File: src/rtl/pulse_wave_pkg.sv
// Shared widths and reset constants for the pulse/square wave generator.
// Imported by tick_divider and pulse_wave_gen.
package pulse_wave_pkg;

  localparam int DEF_DAC_W = 8;
  localparam int DEF_CNT_W = 9;
  localparam int DEF_DIV_W = 32;

  localparam logic [63:0] HI_RST = '1;
  localparam logic [63:0] LO_RST = '0;

endpackage

File: src/rtl/tick_divider.sv
// Clock-enable prescaler: one tick every clk_div+1 cycles while enabled.
// Counter is cleared whenever enable is low so a restart begins cleanly.
import pulse_wave_pkg::*;

module tick_divider #(
  parameter int DIV_W = DEF_DIV_W
) (
  input  logic             clk,
  input  logic             rst,
  input  logic             enable,
  input  logic [DIV_W-1:0] clk_div,
  output logic             tick
);

  logic [DIV_W-1:0] div_cnt;

  assign tick = enable && (div_cnt == clk_div);

  // count up to clk_div, restart on tick or while idle
  always_ff @(posedge clk) begin
    if (rst || !enable || tick) begin
      div_cnt <= '0;
    end else begin
      div_cnt <= div_cnt + DIV_W'(1);
    end
  end

endmodule

File: src/rtl/pulse_wave_gen.sv
// Pulse/square waveform generator with double-buffered settings.
// Optional PULSE_WAVE_SYNC_OUT_EN adds a one-cycle period-start trigger.
import pulse_wave_pkg::*;

module pulse_wave_gen #(
  parameter int DAC_W = DEF_DAC_W,
  parameter int CNT_W = DEF_CNT_W,
  parameter int DIV_W = DEF_DIV_W
) (
  input  logic             clk,
  input  logic             rst,
  input  logic             enable,
  input  logic [DIV_W-1:0] clk_div,
  input  logic [CNT_W-1:0] period,
  input  logic [CNT_W-1:0] duty,
  input  logic [DAC_W-1:0] level_hi,
  input  logic [DAC_W-1:0] level_lo,
  input  logic             load,
  output logic             load_ack,
`ifdef PULSE_WAVE_SYNC_OUT_EN
  output logic             sync_out,
`endif
  output logic [DAC_W-1:0] dac_out
);

  logic             tick;
  logic             wrap;
  logic             apply;
  logic [CNT_W-1:0] ph;

  logic             pending;
  logic [CNT_W-1:0] pend_period;
  logic [CNT_W-1:0] pend_duty;
  logic [DAC_W-1:0] pend_hi;
  logic [DAC_W-1:0] pend_lo;

  logic [CNT_W-1:0] period_s;
  logic [CNT_W-1:0] duty_s;
  logic [DAC_W-1:0] hi_s;
  logic [DAC_W-1:0] lo_s;

  tick_divider #(
    .DIV_W (DIV_W)
  ) u_div (
    .clk     (clk),
    .rst     (rst),
    .enable  (enable),
    .clk_div (clk_div),
    .tick    (tick)
  );

  assign wrap  = tick && (ph >= period_s);
  assign apply = pending && (wrap || !enable);

  // capture strobe into pending set; last strobe wins
  always_ff @(posedge clk) begin
    if (rst) begin
      pending     <= 1'b0;
      pend_period <= '0;
      pend_duty   <= '0;
      pend_hi     <= HI_RST[DAC_W-1:0];
      pend_lo     <= LO_RST[DAC_W-1:0];
    end else if (load) begin
      pending     <= 1'b1;
      pend_period <= period;
      pend_duty   <= duty;
      pend_hi     <= level_hi;
      pend_lo     <= level_lo;
    end else if (apply) begin
      pending     <= 1'b0;
    end
  end

  // promote pending set to active shadows at a period boundary
  always_ff @(posedge clk) begin
    if (rst) begin
      period_s <= '0;
      duty_s   <= '0;
      hi_s     <= HI_RST[DAC_W-1:0];
      lo_s     <= LO_RST[DAC_W-1:0];
      load_ack <= 1'b0;
    end else begin
      load_ack <= apply;
      if (apply) begin
        period_s <= pend_period;
        duty_s   <= pend_duty;
        hi_s     <= pend_hi;
        lo_s     <= pend_lo;
      end
    end
  end

  // phase counter, held at zero while idle
  always_ff @(posedge clk) begin
    if (rst || !enable) begin
      ph <= '0;
    end else if (tick) begin
      ph <= (ph >= period_s) ? '0 : ph + CNT_W'(1);
    end
  end

  // registered level select
  always_ff @(posedge clk) begin
    if (rst) begin
      dac_out <= '0;
    end else begin
      dac_out <= (enable && (ph < duty_s)) ? hi_s : lo_s;
    end
  end

`ifdef PULSE_WAVE_SYNC_OUT_EN
  logic en_q;
  logic wrap_q;
  logic start;

  assign start = enable && (ph == '0) && (!en_q || wrap_q);

  // flag first ph=0 cycle, aligned with dac_out latency
  always_ff @(posedge clk) begin
    if (rst) begin
      en_q     <= 1'b0;
      wrap_q   <= 1'b0;
      sync_out <= 1'b0;
    end else begin
      en_q     <= enable;
      wrap_q   <= wrap;
      sync_out <= start;
    end
  end
`endif

endmodule

File: config.mk
export PLATFORM = sky130hd
export DESIGN_NAME = pulse_wave_gen
export DESIGN_NICKNAME = d
export VERILOG_FILES = /design/src/rtl/pulse_wave_pkg.sv /design/src/rtl/tick_divider.sv /design/src/rtl/pulse_wave_gen.sv
export SDC_FILE = /design/constraint.sdc
export NUM_CORES = 1
export LEC_CHECK = 0
export CORE_UTILIZATION = 35
export CTS_CLUSTER_DIAMETER = 40
export DETAILED_ROUTE_END_ITERATION = 8
export HOLD_SLACK_MARGIN = 0.08
export SYNTH_ARGS = -nofsm -noshare
export SYNTH_HDL_FRONTEND = slang
export SYNTH_SLANG_ARGS = --single-unit
export TNS_END_PERCENT = 10
File: constraint.sdc
create_clock -name clk -period 2.6 [get_ports clk]
set_input_delay 0.65 -clock clk [delete_from_list [all_inputs] [get_ports clk]]
set_output_delay 0.65 -clock clk [all_outputs]
set_load 0.05 [all_outputs]
======== After elaboration in Yosys (flattened, before gate mapping) ========
Index checks and enable logic that the tools add are counted.
storage, ports and cells
  word-level logic and storage cells ...... 31
  input bits .............................. 70
  register bits after elaboration ......... 119
cells by class
  equal/unequal tests ..................... 1
  $add $sub $neg .......................... 2
  $lt $le $gt $ge ......................... 2
  reductions and logical operators ........ 9
  multiplexer cells ....................... 4
operator list
  operator                                        count
  adder 32 x 1 -> 32 bit (second input constant)  1
  equality test 32 bit                            1
  adder 9 x 1 -> 9 bit (second input constant)    1
  >= comparator 9 bit                             1
  < comparator 9 bit                              1
  two-way mux 9 bit                               1
  two-way mux 8 bit                               1
  logical AND 1 bit                               4
  logical OR 1 bit                                3
  two-way mux 1 bit                               2
  nonzero test 2 bit                              1
  logical NOT 1 bit                               1

======== Longest topological paths before layout ========
Gate-level depths: netlist of the first run.
  depth after elaboration ................. 7
  gate-level depth with buffers ........... 10
  depth with buffers taken out ............ 8

======== Modules after synthesis ========
Synthesis of the first run repeated with hierarchy kept, for this count alone.
unflattened totals
  cells, all modules ...................... 612
  area total of the unflattened synthesis .. 5728.0 µm²
modules (own cells, without submodules)
  module          instances  cells an instance  area an instance (µm²)
  pulse_wave_gen  1          417                3981.3
  tick_divider    1          195                1746.7

======== Worst setup path after synthesis of the first run ========
OpenSTA, ideal clock, no wires.
  kind .................................... register to register
  start ................................... register ph[0]
  end ..................................... register hi_s[5]
  data required time ...................... 2.528 ns
  clock period less this slack ............ 2.293 ns
  buffers on the path ..................... 2
  setup time .............................. 0.072 ns
  stages on the path, launching flop included .. 11
  arrival ................................. 2.222 ns
  setup slack ............................. 0.307 ns
  path through ............................ dfxtp_1 inv_1 ha_1 nand2b_1 a41oi_2 o31ai_2 nor2_2 o31ai_2 buf_6 buf_12 mux2i_1
on the way
  cells in the longest elaborated chain, start to end .. 4
ends and longest elaborated chain
  what                    line                  text
  from (decl)             pulse_wave_gen.sv:29  logic [CNT_W-1:0] ph;
  from (signal assigned)  pulse_wave_gen.sv:98  ph <= (ph >= period_s) ? '0 : ph + CNT_W'(1);
  >= comparator 9 bit     pulse_wave_gen.sv:52  assign wrap = tick && (ph >= period_s);
  logical AND 1 bit       pulse_wave_gen.sv:52
  logical OR 1 bit        pulse_wave_gen.sv:53  assign apply = pending && (wrap || !enable);
  logical AND 1 bit       pulse_wave_gen.sv:53
  to (signal assigned)    pulse_wave_gen.sv:79  hi_s <= HI_RST[DAC_W-1:0];
  to (signal assigned)    pulse_wave_gen.sv:87  hi_s <= pend_hi;
  to (decl)               pulse_wave_gen.sv:39  logic [DAC_W-1:0] hi_s;
Every way passes these cells.
A chain may end at the register's enable or synchronous reset.

======== Worst setup path in the final report of the first run ========
  start ................................... register ph[0]
  end ..................................... register ph[3]
on the way
  cells in the longest elaborated chain, start to end .. 2
  elaborated cells between the ends (all ways) .. 3
  those cells by class .................... add/sub (1); order compare (1); mux (1)
ends and longest elaborated chain
  what                                                         line
  adder 9 x 1 -> 9 bit or >= comparator 9 bit (tied branches)  pulse_wave_gen.sv:98
  two-way mux 9 bit (*)                                        pulse_wave_gen.sv:98
Mark *: on every way between the ends. The rest lies on a longest branch, timed or not.

==> run metrics, run 1 <==
post-route clock period utilization=93.3%; measured slew at the worst slew-check pin=0.732 ns; result of the run=finished, final reports clean; Skew-Pair Late Insertion Delay=0.41 ns; kind of start point of the critical path=register; all-layer global routing usage=15.8%; vias after detailed routing=4596; Worst Hold Depth=2; first-pass GRT wire length=21.0 mm; DIE AREA=around 17000 um^2; number of max-slew violations in the final report=0; CTS Buf Count=17; average via count per standard cell=4.81; Arrival @ worst endpoint=2.75 ns; setup slack after placement=-0.249 ns; largest net degree at the start of global routing=53; combinational power share=8.5%; CTS Hold Bufs=0; clk slew on worst S/H paths=0.06 ns; amount of wire on met2 after detailed routing=5.62 mm; total length of routed wires=approximately 13 mm; Synth-to-Final Area Change=29.2%; highest routed layer=met4; register area share after synthesis=41.6%; largest fanout on the critical path=9; power density of the placed cells=~650 nW/um^2; number of library cell types mapped by synthesis=42; DP Area=6770 um^2; fraction of registers with async set/reset=0%; count of warnings emitted by yosys=0; CTS-repair resized insts=0; Die Width=130 um; cells after synthesis=644; vias in the first global route=4365; class of the tightest hold or removal check=register to register; effective utilization at floorplan=36.0%; global route overflow=0; DRC violation count after routing=0; fraction of power spent switching nets=22.5%; final net count=816; detailed-routing iteration count for the pre-antenna-repair pass=6; setup repair after global routing missed its margin=no; switching component of the power=1.08 mW; initial antenna violation count=1; main flop type after synthesis=sky130_fd_sc_hd__dfxtp_1; area of the core region=15900 um^2; per-instance average area after synthesis=8.90 um^2; launching point of the worst reg2reg path=ph[0]; clock tree from TritonCTS=yes; endpoint type of the worst setup path=register; minimum setup slack in the final design=between 0.15 and 0.2 ns; final weighted congestion in routability-driven placement=0.826; total non-filler cell area in the finished layout=7400 um^2; placement row count=46; Clock Tree Buf Depth=2; ratio of cells with drive above 1 in the final layout=8.11%; share of power burned in the clock network=between 50% and 60%; Internal Dissipation=3.72 mW; Layout Cells excl Fill=956; number of setup violations in the final report=0; detailed placer's ending HPWL=slightly above 9 mm; Clock H-tree levels=4; Hold Path Origin=pend_period[5]; netlist area before placement=5730 um^2; required time of the critical path=2.92 ns; total power=between 4 and 5 mW; antenna fix cells=0; die boundary height=130 um; Avg WL per Cell=approximately 13 um; number of setup buffers added after CTS=0; clock tree sinks=119; EDFF count, synth=0; met3 routed WL=just over 600 um; proportion of power drawn by flip-flops and latches=39.7%; final worst path period need=roughly 2.4 ns; clock skew after layout=0.0144 ns; Post-DRT Antenna Nets=0; WS Path Type=register to register; count of cells along the worst register-to-register path=9; top-level I/O count=79; syn_nets=about 730; # port buffers=between 70 and 80; Fmax=between 0.4 and 0.5 GHz; DR iter-0 viols=224; Cell Count Post-Placement=924; Hold Crit Endpoint=period_s[5]; reg2reg setup slack=0.18 ns; Reg-to-Reg End=ph[3]; count of state elements after synthesis=119; Root Buffer=sky130_fd_sc_hd__clkbuf_16; leakage power summed over all cells=between 2 and 3 nW; DRT met1 WL=between 6 and 7 mm; number of endpoints with negative hold slack in the final report=0; maximum resistive drop on vdd=0.456 mV; max capacitance violation total=0; worst relative slew slack=50.9%; final design utilization=46.4%
[per-stage QoR]
stage / TNS, ns / hold WS, ns
after floorplan: 0 / 0.435
after detailed placement: -8.60 / 0.450
after CTS: 0 / 0.459
after global routing: 0 / 0.477
after global placement: -7.66 / 0.447
final: 0 / 0.453
[registers in the layout (all words and copies together) (netlist names)]
register,count
load_ack,1
lo_s,8
pend_lo,8
u_div.div_cnt,32
pend_duty,9
duty_s,9
pending,1
ph,9
period_s,9
pend_period,9
pend_hi,8
dac_out,8
hi_s,8
[final cells by class]
| type | count | area, um^2 |
|---|---|---|
| fillers | 1512 | 8540 |
| clock inverters | 14 | 198 |
| clock buffers | 18 | 439 |
| well taps | 216 | 270 |
| repair buffers | 95 | 936 |
| flip-flops and latches | 119 | 2380 |
| inverters | 25 | 93.8 |
| multi-input cells | 469 | 3090 |
[worst max-delay path by stage]
stage | from | endpoint | slack, ns | cells after the start
CTS | ph[0] | ph[3] | 0.16 | 9
global placement | clk_div[27] | period_s[1] | -0.20 | 9
detailed placement | clk_div[25] | period_s[4] | -0.25 | 9
global route | ph[0] | ph[5] | 0.01 | 9
finish | ph[0] | ph[3] | 0.18 | 9
floorplan | ph[0] | hi_s[5] | 0.31 | 10
[power by group through the flow]
stage / Clock [mW] / Combinational [mW] / Sequential (mW)
after floorplan: 0 / 0.212 / 1.96
after global placement: 0 / 0.405 / 1.94
after detailed placement: 0 / 0.411 / 1.94
after CTS: 2.54 / 0.413 / 1.91
after global routing: 2.63 / 0.445 / 1.91
final: 2.49 / 0.409 / 1.91
[layout by cell type, fill, tap and decap left out, types with 2 or more instances in the layout]
cell type / count
sky130_fd_sc_hd__a211oi_1: 2
sky130_fd_sc_hd__a21o_1: 3
sky130_fd_sc_hd__a21oi_1: 15
sky130_fd_sc_hd__a32oi_1: 8
sky130_fd_sc_hd__and2_1: 2
sky130_fd_sc_hd__and3_1: 9
sky130_fd_sc_hd__and3b_1: 2
sky130_fd_sc_hd__and4_1: 5
sky130_fd_sc_hd__buf_12: 3
sky130_fd_sc_hd__buf_2: 2
sky130_fd_sc_hd__buf_4: 14
sky130_fd_sc_hd__bufinv_16: 4
sky130_fd_sc_hd__clkbuf_16: 17
sky130_fd_sc_hd__clkdlybuf4s50_1: 76
sky130_fd_sc_hd__clkinv_4: 2
sky130_fd_sc_hd__clkinvlp_4: 5
sky130_fd_sc_hd__dfxtp_1: 119
sky130_fd_sc_hd__ha_1: 19
sky130_fd_sc_hd__inv_1: 24
sky130_fd_sc_hd__inv_6: 2
sky130_fd_sc_hd__mux2i_1: 69
sky130_fd_sc_hd__nand2_1: 78
sky130_fd_sc_hd__nand2b_1: 3
sky130_fd_sc_hd__nand3_1: 29
sky130_fd_sc_hd__nand4_1: 14
sky130_fd_sc_hd__nor2_1: 89
sky130_fd_sc_hd__nor3_1: 9
sky130_fd_sc_hd__nor3b_1: 10
sky130_fd_sc_hd__nor4_1: 2
sky130_fd_sc_hd__nor4_2: 2
sky130_fd_sc_hd__o21ai_0: 16
sky130_fd_sc_hd__o21ai_1: 2
sky130_fd_sc_hd__or3_1: 2
sky130_fd_sc_hd__or4_1: 4
sky130_fd_sc_hd__or4b_1: 4
sky130_fd_sc_hd__xnor2_1: 37
sky130_fd_sc_hd__xor2_1: 24
[cell usage after synthesis, types with 2 or more instances]
library cell	count	area share (%)
sky130_fd_sc_hd__or4_1	4	0.52
sky130_fd_sc_hd__buf_12	3	1.0
sky130_fd_sc_hd__nor3_1	9	0.79
sky130_fd_sc_hd__nand4_1	14	1.5
sky130_fd_sc_hd__and4_1	5	0.76
sky130_fd_sc_hd__a211oi_1	2	0.26
sky130_fd_sc_hd__nand2_1	78	5.1
sky130_fd_sc_hd__nor4_2	2	0.44
sky130_fd_sc_hd__or4b_1	4	0.70
sky130_fd_sc_hd__or3_1	2	0.22
sky130_fd_sc_hd__nor3b_1	10	1.3
sky130_fd_sc_hd__xor2_1	24	3.7
sky130_fd_sc_hd__o21ai_0	16	1.4
sky130_fd_sc_hd__o31ai_2	2	0.44
sky130_fd_sc_hd__and3_1	9	0.98
sky130_fd_sc_hd__nor2_1	89	5.8
sky130_fd_sc_hd__a21oi_1	15	1.3
sky130_fd_sc_hd__xnor2_1	37	5.7
sky130_fd_sc_hd__buf_6	2	0.39
sky130_fd_sc_hd__a21o_1	3	0.39
sky130_fd_sc_hd__dfxtp_1	119	42
sky130_fd_sc_hd__mux2i_1	69	12
sky130_fd_sc_hd__nand3_1	29	2.5
sky130_fd_sc_hd__nand2b_1	3	0.33
sky130_fd_sc_hd__and2_1	2	0.22
sky130_fd_sc_hd__a32oi_1	8	1.2
sky130_fd_sc_hd__o21ai_1	2	0.17
sky130_fd_sc_hd__ha_1	19	4.1
sky130_fd_sc_hd__buf_1	3	0.20
sky130_fd_sc_hd__inv_1	24	1.6
sky130_fd_sc_hd__nor4_1	2	0.22
sky130_fd_sc_hd__and3b_1	2	0.31
sky130_fd_sc_hd__clkbuf_1	23	1.5
[critical path: stages (launching register included)]
cell and delay [ns]:
sky130_fd_sc_hd__dfxtp_1 0.33, sky130_fd_sc_hd__inv_1 0.05, sky130_fd_sc_hd__ha_1 0.27, sky130_fd_sc_hd__nand2b_1 0.15, sky130_fd_sc_hd__a41oi_2 0.21, sky130_fd_sc_hd__o31ai_2 0.11
sky130_fd_sc_hd__buf_4 0.17, sky130_fd_sc_hd__or2_0 0.34, sky130_fd_sc_hd__or4_1 0.54, sky130_fd_sc_hd__a21oi_1 0.18
[metal layers]
layer  global-route usage, %  vias to the layer above
met1                    20.6                     2089
met2                    24.8                      120
met4                    6.36                        0
met3                    4.06                       18
met5                       0                        -
li1                        -                     2369
[kinds of logic after synthesis]
logic type	Yosys count	share of synthesized area, %
buffers and inverters	56	4.78
DFF	119	41.6
xor gates and xnor gates	61	9.32
AOI/OAI and AO/OA	50	5.61
and+or+nand+nor	270	22.5
adders and majority gates	19	4.15
muxes	69	12.0
No activity file was read; power rests on OpenSTA's default activity.
==> inputs of run 2 (changes only) <==
--- a/config.mk
+++ b/config.mk
@@ -5,6 +5,7 @@
 export SDC_FILE = /design/constraint.sdc
 export NUM_CORES = 1
 export LEC_CHECK = 0
+export CAP_MARGIN = 20
 export CORE_UTILIZATION = 35
 export CTS_CLUSTER_DIAMETER = 40
 export DETAILED_ROUTE_END_ITERATION = 8
==> results of run 2 <==
No change in the layout: final DEF, timing and power equal those of run 1.
==> patch 1 (config.mk and constraints of run 1) <==
Register the input `duty` before use, cleared by the reset. The logic sees it one clock later. The other inputs are not delayed to match.
--- a/src/rtl/pulse_wave_gen.sv
+++ b/src/rtl/pulse_wave_gen.sv
@@ -23,4 +23,14 @@
   output logic [DAC_W-1:0] dac_out
 );
+
+  logic [CNT_W-1:0] duty_q;
+
+  always_ff @(posedge clk) begin
+    if (rst) begin
+      duty_q <= '0;
+    end else begin
+      duty_q <= duty;
+    end
+  end
 
   logic             tick;
@@ -64,5 +74,5 @@
       pending     <= 1'b1;
       pend_period <= period;
-      pend_duty   <= duty;
+      pend_duty   <= duty_q;
       pend_hi     <= level_hi;
       pend_lo     <= level_lo;
Formal check against the unedited RTL: not equivalent (Yosys sat finds a counterexample within 4 cycles, from zero or initial values and one cycle with rst high).
==> patch 1 against run 1 <==
- cell area is 3.6% higher
- critical path type unchanged
- area after synthesis increased by 2.6%
- sequential cell count increased by 9
- highest routed layer unchanged
- critical endpoint is now period_s[7]
- total power grew 1.9%
- wire length up 6.2%
- largest power group unchanged
- critical path depth grew 1
- worst setup slack worse by 24 ps
==> patch 1: results <==
export IMPL_status="completed"
export IMPL_irDropWorstVdd_mv=0.534
export IMPL_synth_top_cells_by_count="dfxtp_1 (128), nor2_1 (93), nand2_1 (91)"
export IMPL_synthTopCellsByArea="dfxtp_1 (44%), mux2i_1 (13%), xor2_1 (7.1%)"
export IMPL_grt_pass1_wl_mm=22.2
export IMPL_grtUsageTotal_pct=16.1
export IMPL_placedCellCount=935
export IMPL_arrival_ps=2790
export IMPL_internal_power_w=0.00379
export IMPL_grt_max_degree=61
export IMPL_fin_nets=827
export IMPL_grt_antenna_before_repair=0
export IMPL_leakage_nw=3.29
export IMPL_wl_met2_mm=6.34
export IMPL_dpl_hpwl_mm=9.41
export IMPL_gp_congestion=0.841
export IMPL_vias=4664
export IMPL_fin_skew_ps=9.26
export IMPL_drive_gt1_share_pct=8.66
export IMPL_ys_seq_area_share_pct=43.6
export IMPL_ys_types=43
export IMPL_r2r_slack_ps=150
export IMPL_stdcell_count=971
export IMPL_wl_mm=13.4
export IMPL_drt_first_pass_iters=4
export IMPL_timing_hold_ws_ps=458
export IMPL_syn_mean_instance_area_um2=9.06
export IMPL_syn_nets=738
export IMPL_slew_headroom_pct=29.7
export IMPL_placed_area_um2=6960
## patch 1: cell type report
| cell class | count | share of cell area [%] |
|---|---|---|
| Clock buffer | 21 | 6.00 |
| Clock inverter | 11 | 2.04 |
| Inverter | 28 | 1.37 |
| Multi-Input combinational cell | 464 | 40.3 |
| Sequential cell | 128 | 33.4 |
| Tap cell | 220 | 3.59 |
| Timing Repair Buffer | 99 | 13.3 |
## patch 1: final timing paths
kind,startpoint,endpoint,cells after the start
max,period_s[6],period_s[7],10
min,pend_duty[2],duty_s[2],2
max reg2reg,period_s[6],period_s[7],10
min reg2reg,pend_duty[2],duty_s[2],2
## patch 1: repair_timing
item / 4_1_cts / 5_1_grt
buffers inserted: 0 / 1
gates resized for setup: 0 / 2
setup endpoints to repair: 0 / 21
## patch 1: cell families after synthesis
group | Yosys count | synth area share (%)
xor+xnor | 62 | 9.23
buf+inv | 57 | 4.40
flops | 128 | 43.6
fa+ha+maj | 19 | 4.04
compound gates | 40 | 4.89
simple gates | 267 | 20.9
mux | 76 | 12.9
## patch 1: power by group through the flow
stage | Clock (W) | Combinational [W] | Sequential, W
after floorplan | 0 | 0.000197 | 0.00210
after global placement | 0 | 0.000375 | 0.00208
after detailed placement | 0 | 0.000383 | 0.00209
after CTS | 0.00250 | 0.000385 | 0.00204
after global routing | 0.00259 | 0.000433 | 0.00205
final | 0.00245 | 0.000398 | 0.00204
## patch 1: critical path, stage by stage, from the launching register on
cell       delay [ps]
dfxtp_1           340
inv_1              50
ha_1              290
a21o_1            170
a21o_1            170
a221o_1           390
or2_1             280
a31oi_4           170
buf_12            150
clkbuf_16         170
mux2i_1           200
## patch 1: per-layer routing
metal  global-route usage [%]  vias up
li1                         -     2361
met1                     20.2     2188
met2                     26.0       95
met3                     4.28       20
met4                     6.65        0
met5                        0        -
==> patch 2 (config.mk and constraints of run 1) <==
Made on the original files. Set the package constant `DEF_CNT_W` to 18 (it was 9).
--- a/src/rtl/pulse_wave_pkg.sv
+++ b/src/rtl/pulse_wave_pkg.sv
@@ -4,5 +4,5 @@
 
   localparam int DEF_DAC_W = 8;
-  localparam int DEF_CNT_W = 9;
+  localparam int DEF_CNT_W = 18;
   localparam int DEF_DIV_W = 32;
 
Interface: changed (resized duty and period); port bits go from 79 to 97. No check against the original RTL was run, so the function may have changed too.
==> patch 2 against run 1 <==
- area after synthesis grew 40%
- total power grew 19%
- sequential cell count grew 45
- global-route usage shrank 0.12 points
- worst setup slack gained 74 ps
- final cell count grew 34%
- wire length grew 39%
- cell area grew 37%
- critical endpoint is now ph[13]
==> patch 2: results <==
export IMPL_synth_compound_area_share_pct=6.48
export IMPL_path_max_fanout=4
export IMPL_synth_adder_area_share_pct=5.77
export IMPL_wl_met3_um=557
export IMPL_h_tree_depth=4
export IMPL_internal_power_w=0.00421
export IMPL_min_delay_path_class="reg2reg"
export IMPL_arrival_ps=2700
export IMPL_ys_seq_area_share_pct=40.9
export IMPL_io_buffers=96
export IMPL_synth_async_reset_ratio_pct=0
export IMPL_drt_first_pass_iters=5
export IMPL_root_buffer="clkbuf_16"
export IMPL_irDropWorstVdd_mv=0.470
export IMPL_r2r_slack_ps=300
export IMPL_synthXorXnorAreaFrac_pct=6.88
export IMPL_antenna_cells=0
export IMPL_min_delay_start="duty_s[16]"
export IMPL_status="completed"
export IMPL_grt_max_degree=121
export IMPL_grtUsageTotal_pct=15.7
export IMPL_leakage_nw=3.86
export IMPL_wl_met2_mm=8.15
export IMPL_vias=6119
export IMPL_via_per_inst=4.77
export IMPL_grt_antenna_before_repair=0
export IMPL_gp_congestion=0.797
export IMPL_ys_types=49
export IMPL_worstReg2RegEnd="load_ack"
export IMPL_path_clk_slew_ps=70
export IMPL_synthFlopType="dfxtp_1"
export IMPL_fin_skew_ps=10.9
export IMPL_clk_latency_ps=430
export IMPL_wire_per_inst_um=13.7
export IMPL_synth_top_cells_by_count="dfxtp_1 (164), nor2_1 (106), mux2i_1 (105)"
export IMPL_holdPathEnd="duty_s[16]"
export IMPL_timing_hold_ws_ps=473
export IMPL_cts_setup_buffers=0
export IMPL_syn_nets=993
export IMPL_use_met1_pct=21.1
export IMPL_wl_met1_mm=8.74
export IMPL_fin_nets=1110
export IMPL_cts_buffer_depth=2
export IMPL_ff2ff_path_depth=10
export IMPL_grt_pass1_vias=6023
export IMPL_final_hold_violation_count=0
export IMPL_gr_usage_met2_pct=25.1
export IMPL_use_met3_pct=3.40
export IMPL_r2r_start="ph[15]"
export IMPL_dpl_hpwl_mm=12.7
export IMPL_placedCellCount=1251
export IMPL_cp_slowest_cell="clkdlybuf4s50_1"
export IMPL_grt_pass1_wl_mm=29.6
export IMPL_synthCells=868
export IMPL_slowest_delay_ps=470
export IMPL_slew_headroom_pct=43.4
export IMPL_synthMuxAreaShare_pct=13.1
export IMPL_synthTopCellsByArea="dfxtp_1 (41%), mux2i_1 (13%), nand2b_1 (7.7%)"
export IMPL_drtIter0Drc=264
export IMPL_drive_gt1_share_pct=8.42
-- patch 2: worst max path at each step --
stage                     start          end
finish              clk_div[30]       ph[13]
detailed placement  clk_div[30]  period_s[4]
CTS                 clk_div[30]  period_s[4]
floorplan                 ph[0]      hi_s[7]
global placement    clk_div[30]  period_s[4]
global route        clk_div[30]  period_s[8]
-- patch 2: kinds of logic (layout without fill, tap and decap cells) --
kind of cell	count (synthesis)	in the layout
DFF	164	164
buffers and inverters	82	212
muxes	105	105
and+or+nand+nor	339	339
AOI/OAI and AO/OA	78	78
xor gates and xnor gates	63	63
adders and majority gates	37	37
-- patch 2: stage by stage --
step | TNS (ps) | worst slack (ps) | cell area (um^2)
2_1_floorplan | 0 | 443 | 8020
3_3_place_gp | -13340 | -180 | 9590
3_5_place_dp | -14620 | -207 | 9590
4_1_cts | 0 | 233 | 10200
5_1_grt | 0 | 74.9 | 10200
6_report | 0 | 250 | 10200
-- patch 2: area by class of cell --
type | instances | area, um^2
clock inverter | 15 | 159
fill | 2187 | 12400
multi-input combinational | 622 | 4400
inverter | 42 | 158
tap | 285 | 357
clock buffer | 17 | 425
sequential | 164 | 3280
timing repair buffer | 138 | 1390
-- patch 2: tightest hold or removal path, cell delays in order, from the launching register on --
cell and delay (ps):
dfxtp_1 320, nand2b_1 60, mux2i_1 50
-- patch 2: power groups by stage --
stage	combinational, W	sequential, W	clock [W]
floorplan	0.000305	0.00271	0
CTS	0.000619	0.00263	0.00252
global placement	0.000616	0.00268	0
finish	0.000613	0.00263	0.00246
global route	0.000665	0.00264	0.00264
detailed placement	0.000617	0.00269	0
